<file path="src/rtl/frame_scheduler.sv">
// -----------------------------------------------------------------------------
// frame_scheduler
//
// Sequences window_buffer for the MFCC front end. Waits until the buffer holds
// a full frame, streams the FRAME_SIZE samples downstream over valid/ready,
// then pulses wb_start_move_o so the buffer hops by MOVE_SIZE. Repeats while
// enable_i is high, giving the downstream chain back-to-back overlapped frames.
//
// Ports:
//   clk, rst_n        clock, asynchronous active-low reset
//   enable_i          level; run frames while high
//   wb_idle_i         window_buffer idle
//   wb_valid_i        window_buffer holds a readable frame
//   wb_rd_en_o        read request to window_buffer
//   wb_rd_addr_o      frame-relative sample index 0..FRAME_SIZE-1
//   wb_data_i         read data, valid one cycle after wb_rd_en_o
//   wb_start_move_o   one-cycle pulse: advance window by MOVE_SIZE
//   out_valid_o       sample valid to downstream
//   out_ready_i       downstream accept
//   out_data_o        sample
//   out_first_o       sample 0 of the frame (qualified by out_valid_o)
//   out_last_o        sample FRAME_SIZE-1 of the frame
//   frame_cnt_o       frames fully emitted, wraps at 2**16
//   busy_o            scheduler not idle
// -----------------------------------------------------------------------------
module frame_scheduler #(
    parameter int WIDTH      = 16,
    parameter int FRAME_SIZE = 306,
    parameter int MOVE_SIZE  = 123,
    parameter int MAX_FRAMES = 0,
    parameter int ADDR_W     = 10
) (
    input  logic              clk,
    input  logic              rst_n,
    input  logic              enable_i,
    input  logic              wb_idle_i,
    input  logic              wb_valid_i,
    output logic              wb_rd_en_o,
    output logic [ADDR_W-1:0] wb_rd_addr_o,
    input  logic [WIDTH-1:0]  wb_data_i,
    output logic              wb_start_move_o,
    output logic              out_valid_o,
    input  logic              out_ready_i,
    output logic [WIDTH-1:0]  out_data_o,
    output logic              out_first_o,
    output logic              out_last_o,
    output logic [15:0]       frame_cnt_o,
    output logic              busy_o
);

    localparam logic [ADDR_W-1:0] LAST_ADDR = ADDR_W'(FRAME_SIZE - 1);
    localparam logic [15:0]       MAX_CNT   = 16'(MAX_FRAMES);
    localparam bit                LIMITED   = (MAX_FRAMES != 0);

    // A misconfigured instance (index too narrow, or a hop that is not
    // 1..FRAME_SIZE) never leaves IDLE rather than streaming garbage.
    localparam bit PARAMS_OK = (FRAME_SIZE > 0) && (MOVE_SIZE > 0) &&
                               (MOVE_SIZE <= FRAME_SIZE) &&
                               ((2 ** ADDR_W) >= FRAME_SIZE);

    typedef enum logic [2:0] {
        IDLE,
        WAIT_FILL,
        STREAM,
        DRAIN,
        MOVE,
        WAIT_BUSY
    } state_t;

    state_t state, state_next;

    logic [ADDR_W-1:0] rd_addr;
    logic              rd_pend;
    logic [ADDR_W-1:0] rd_pend_addr;

    logic [WIDTH-1:0]  fifo_data  [2];
    logic              fifo_first [2];
    logic              fifo_last  [2];
    logic              wr_ptr;
    logic              rd_ptr;
    logic [1:0]        count;

    logic              pop;
    logic              issue;
    logic [1:0]        credit_used;
    logic              last_hs;
    logic              limit_hit;
    logic              stop_req;

    assign pop = (count != 2'd0) && out_ready_i;

    // Credit = reads in flight + entries held, taken after this cycle's pop so a
    // full pipe with a draining consumer still sustains one read per cycle.
    assign credit_used = count + {1'b0, rd_pend} - {1'b0, pop};
    assign issue       = (state == STREAM) && (credit_used < 2'd2);

    assign last_hs   = (state == DRAIN) && pop && out_last_o;
    assign limit_hit = LIMITED && (frame_cnt_o >= MAX_CNT);
    assign stop_req  = !enable_i || limit_hit;

    assign wb_rd_en_o      = issue;
    assign wb_rd_addr_o    = rd_addr;
    assign wb_start_move_o = (state == MOVE);
    assign busy_o          = (state != IDLE);
    assign out_valid_o     = (count != 2'd0);
    assign out_data_o      = fifo_data[rd_ptr];
    assign out_first_o     = fifo_first[rd_ptr];
    assign out_last_o      = fifo_last[rd_ptr];

    // State register.
    always_ff @(posedge clk or negedge rst_n) begin
        if (!rst_n) begin
            state <= IDLE;
        end else begin
            state <= state_next;
        end
    end

    // Next-state logic. A frame that has started always runs through MOVE;
    // enable_i and the frame limit are only honoured between frames.
    // WAIT_BUSY waits for the buffer to drop idle so the idle level left over
    // from before the move is not taken as the refill being complete.
    always_comb begin
        state_next = state;
        case (state)
            IDLE: begin
                if (enable_i && !limit_hit && PARAMS_OK) begin
                    state_next = WAIT_FILL;
                end
            end
            WAIT_FILL: begin
                if (stop_req) begin
                    state_next = IDLE;
                end else if (wb_idle_i && wb_valid_i) begin
                    state_next = STREAM;
                end
            end
            STREAM: begin
                if (issue && (rd_addr == LAST_ADDR)) begin
                    state_next = DRAIN;
                end
            end
            DRAIN: begin
                if (last_hs) begin
                    state_next = MOVE;
                end
            end
            MOVE: begin
                state_next = WAIT_BUSY;
            end
            WAIT_BUSY: begin
                if (!wb_idle_i) begin
                    state_next = stop_req ? IDLE : WAIT_FILL;
                end
            end
            default: begin
                state_next = IDLE;
            end
        endcase
    end

    // Read index and in-flight tag. The index of each read travels with it so
    // the first/last flags are tied to the data rather than a separate counter.
    always_ff @(posedge clk or negedge rst_n) begin
        if (!rst_n) begin
            rd_addr      <= '0;
            rd_pend      <= 1'b0;
            rd_pend_addr <= '0;
        end else begin
            rd_pend <= issue;
            if (issue) begin
                rd_pend_addr <= rd_addr;
            end
            if ((state == WAIT_FILL) && (state_next == STREAM)) begin
                rd_addr <= '0;
            end else if (issue) begin
                rd_addr <= (rd_addr == LAST_ADDR) ? '0 : rd_addr + ADDR_W'(1);
            end
        end
    end

    // Two-entry output FIFO. The credit rule keeps occupancy plus in-flight
    // reads at most two, so a push never lands on a full FIFO.
    always_ff @(posedge clk or negedge rst_n) begin
        if (!rst_n) begin
            for (int i = 0; i < 2; i++) begin
                fifo_data[i]  <= '0;
                fifo_first[i] <= 1'b0;
                fifo_last[i]  <= 1'b0;
            end
            wr_ptr <= 1'b0;
            rd_ptr <= 1'b0;
            count  <= 2'd0;
        end else begin
            if (rd_pend) begin
                fifo_data[wr_ptr]  <= wb_data_i;
                fifo_first[wr_ptr] <= (rd_pend_addr == '0);
                fifo_last[wr_ptr]  <= (rd_pend_addr == LAST_ADDR);
                wr_ptr             <= ~wr_ptr;
            end
            if (pop) begin
                rd_ptr <= ~rd_ptr;
            end
            count <= count + {1'b0, rd_pend} - {1'b0, pop};
        end
    end

    // Frame counter steps on the handshake of the last sample, the same cycle
    // the FSM leaves DRAIN. Only rst_n clears it.
    always_ff @(posedge clk or negedge rst_n) begin
        if (!rst_n) begin
            frame_cnt_o <= 16'd0;
        end else if (last_hs) begin
            frame_cnt_o <= frame_cnt_o + 16'd1;
        end
    end

endmodule
</file>
<file path="config.mk">
export PLATFORM = sky130hd
export DESIGN_NAME = frame_scheduler
export DESIGN_NICKNAME = d
export VERILOG_FILES = /design/src/rtl/frame_scheduler.sv
export SDC_FILE = /design/constraint.sdc
export NUM_CORES = 1
export LEC_CHECK = 0
export CAP_MARGIN = 30
export CORE_ASPECT_RATIO = 0.5
export CORE_MARGIN = 1.5
export CORE_UTILIZATION = 50
export DETAILED_ROUTE_END_ITERATION = 16
export GPL_TIMING_DRIVEN = 1
export PLACE_DENSITY = 0.77
export SYNTH_ARGS = -nofsm -noshare
export SYNTH_HDL_FRONTEND = slang
export SYNTH_SLANG_ARGS = --single-unit
</file>
<file path="constraint.sdc">
create_clock -name clk -period 3.1 [get_ports clk]
set_input_delay 0.62 -clock clk [delete_from_list [all_inputs] [get_ports clk]]
set_output_delay 0.62 -clock clk [all_outputs]
set_load 0.01 [all_outputs]
</file>
==> impl_metrics.json <==
{
  "power_density_nw_per_um2": 921,
  "p_leak_nw": 2.21,
  "die_h_um": 63.4,
  "period_share_pct": 92.5,
  "tightest_slew_ns": 0.858,
  "ys_seq_area_share_pct": 54.9,
  "grt_start_max_net_pins": 81,
  "syn_area_um2": 3650,
  "endpoint_kind": "output pin",
  "final-setup-viol-count": 0,
  "hp-class": "input pin to asynchronous set/reset pin",
  "fin_nets": 430,
  "synthCells": 327,
  "tritoncts": "done",
  "num_rows": 21,
  "initial_core_util_pct": 53.2,
  "fin_tns_setup_ns": 0,
  "path_class": "input pin to output pin",
  "r2r_slack_ns": 0.81,
  "cp_max_fo": 2,
  "yosysWarningCount": 0,
  "drive_gt1_share_pct": 19.1,
  "slew_headroom_pct": 42.7,
  "n_antenna_cell": 0,
  "port_buffers": 69,
  "area_growth_pct": 31.7,
  "dr.pass1.iters": 4,
  "holdWs_ns": 0.123,
  "cap_violations": 0,
  "cts_buffers": 9,
  "r2r_cells": 6,
  "clock-root-buffer": "clkbuf_16",
  "crit_arrival_ns": 2.25,
  "fin_worst_skew_ns": 0.00351,
  "synth_nets": 353,
  "grt_pass1_wl_um": 12900,
  "clk_pin_slew_ns": 0.06,
  "clock_sinks": 80,
  "fin_crit_ns": 2.87,
  "r2r-end": "wb_rd_addr_o[9]$_DFFE_PN0P_",
  "core_um2": 6860,
  "routed-via-count": 2629,
  "clock_latency_ns": 0.33,
  "gr-usage-all-layers_pct": 21.5,
  "routedWlPerCell_um": 15.5,
  "utilization_pct": 70.0,
  "slew_viol_final": 0,
  "ys_ff_latch": 80,
  "layout_commonest_cell": "dfrtp_1",
  "antenna_found_initial": 0,
  "gp_congestion": 0.820,
  "yosysUniqueCellTypes": 36,
  "detailed_place_hpwl_um": 5320,
  "ir_worst_vdd_v": 0.000422,
  "dieArea_um2": 7840,
  "fmax_mhz": 349,
  "die_x_um": 124,
  "avgSynthCellArea_um2": 11.1,
  "status": "complete, no violations",
  "grt_pass1_vias": 2764,
  "final-hold-violation-count": 0,
  "drc": 0,
  "r2r-start": "wb_rd_addr_o[0]$_DFFE_PN0P_",
  "gr-total-overflow": 0,
  "io-pin-count": 70,
  "start_kind": "input pin",
  "cts.htree.levels": 3,
  "cts_max_path_buffers": 2,
  "viasPerCell": 5.25,
  "worstPathRequired_ns": 2.48,
  "antenna_left": 0,
  "routed_wl_um": 7750,
  "rsz0062_at_grt": "false",
  "first_iter_violations": 156,
  "mostFrequentLayoutCells": "80 x dfrtp_1, 67 x nand2_1, 67 x clkdlybuf4s50_1"
}
sequential cells by signal, summed over array words and instances (netlist names), 2 cells and up:
| register | cells |
|---|---|
| state | 3 |
| frame_cnt_o | 16 |
| fifo_first | 2 |
| rd_pend_addr | 10 |
| fifo_data | 32 |
| fifo_last | 2 |
| count | 2 |
| wb_rd_addr_o | 10 |
area by class of cell:
type | instances | area, µm²
Multi-Input combinational cell | 227 | 1560
Fill cell | 493 | 2060
Clock inverter | 6 | 82.6
Clock buffer | 10 | 239
Timing Repair Buffer | 78 | 774
Tap cell | 92 | 115
Inverter | 8 | 30.0
Sequential cell | 80 | 2000
where the power goes:
group          switching [mW]  leakage [nW]  internal, mW  total [mW]
Sequential              0.254          1.03          1.36        1.62
Combinational           0.746          1.03         0.936        1.68
Clock                   0.401         0.158         0.722        1.12
logic make-up after synthesis:
| logic type | after synthesis | synth area share (%) |
|---|---|---|
| simple gates | 138 | 18.6 |
| compound gates | 16 | 3.05 |
| mux | 45 | 13.9 |
| buf+inv | 20 | 2.40 |
| xor+xnor | 24 | 5.77 |
| flops | 80 | 54.9 |
| fa+ha+maj | 4 | 1.37 |
routing by layer:
metal,track usage (%),vias to the layer above,share of wire (%)
met4,7.90,0,1.4
met2,35.8,63,49
met3,6.79,10,4.4
met5,0,-,0
li1,-,1267,-
met1,26.2,1289,46
metrics by stage:
step / cell area, µm² / cells / worst slack (ns) / power, mW
finish: 4800 / 501 / 0.231 / 4.42
global route: 4800 / 501 / 0.114 / 4.69
CTS: 4780 / 500 / 0.0268 / 4.46
detailed placement: 4460 / 484 / -0.231 / 3.32
global placement: 4440 / 483 / -0.158 / 3.24
floorplan: 3650 / 327 / 0.488 / 2.59
critical path: stages:
cell and delay, ns:
clkdlybuf4s50_1 0.47, nor2b_2 0.15, nand2_1 0.05, o21ai_0 0.08
ha_1 0.19, inv_1 0.08, a311oi_4 0.30, nand2_2 0.09
inv_1 0.08, clkbuf_2 0.14
synth_stat cells, drive strengths merged:
master	instances	share of area [%]
dfrtp	80	55
nand2	68	7.1
mux2	43	13
nor2	15	1.5
nand3	13	1.8
xnor2	13	3.1
xor2	11	2.6
clkbuf	9	0.93
inv	8	0.82
nand4	8	1.4
o21ai	8	1.1
and3	6	1.0
and4	6	1.4
a21oi	4	0.55
ha	4	1.4
nand2b	4	0.69
buf	3	0.65
nor2b	3	0.51
nor4	3	0.51
or3	3	0.51
and2	2	0.34
mux2i	2	0.65
nor3	2	0.27
or2	2	0.34
a211o	1	0.24
a211oi	1	0.21
a311oi	1	0.72
nand4b	1	0.24
nor4b	1	0.65
o2111ai	1	0.24
or3b	1	0.24
repair_timing:
item / 4_1_cts / 5_1_grt
endpoints found under the hold margin: 0 / 0
resized for setup: 1 / 3
endpoints found under the setup margin: 1 / 1
hold buffers: 0 / 0
buffers inserted: 0 / 0
worst max-delay path by stage:
stage	from	endpoint	cells past startpoint	slack [ns]
6_report	out_ready_i	wb_rd_en_o	10	0.23
5_1_grt	out_ready_i	wb_rd_en_o	10	0.11
4_1_cts	out_ready_i	wb_rd_en_o	10	0.03
3_5_place_dp	out_ready_i	wb_rd_en_o	10	-0.23
3_3_place_gp	out_ready_i	wb_rd_en_o	10	-0.16
2_1_floorplan	out_ready_i	wb_rd_en_o	9	0.49
Note: power is estimated with default switching activity, not from simulation.
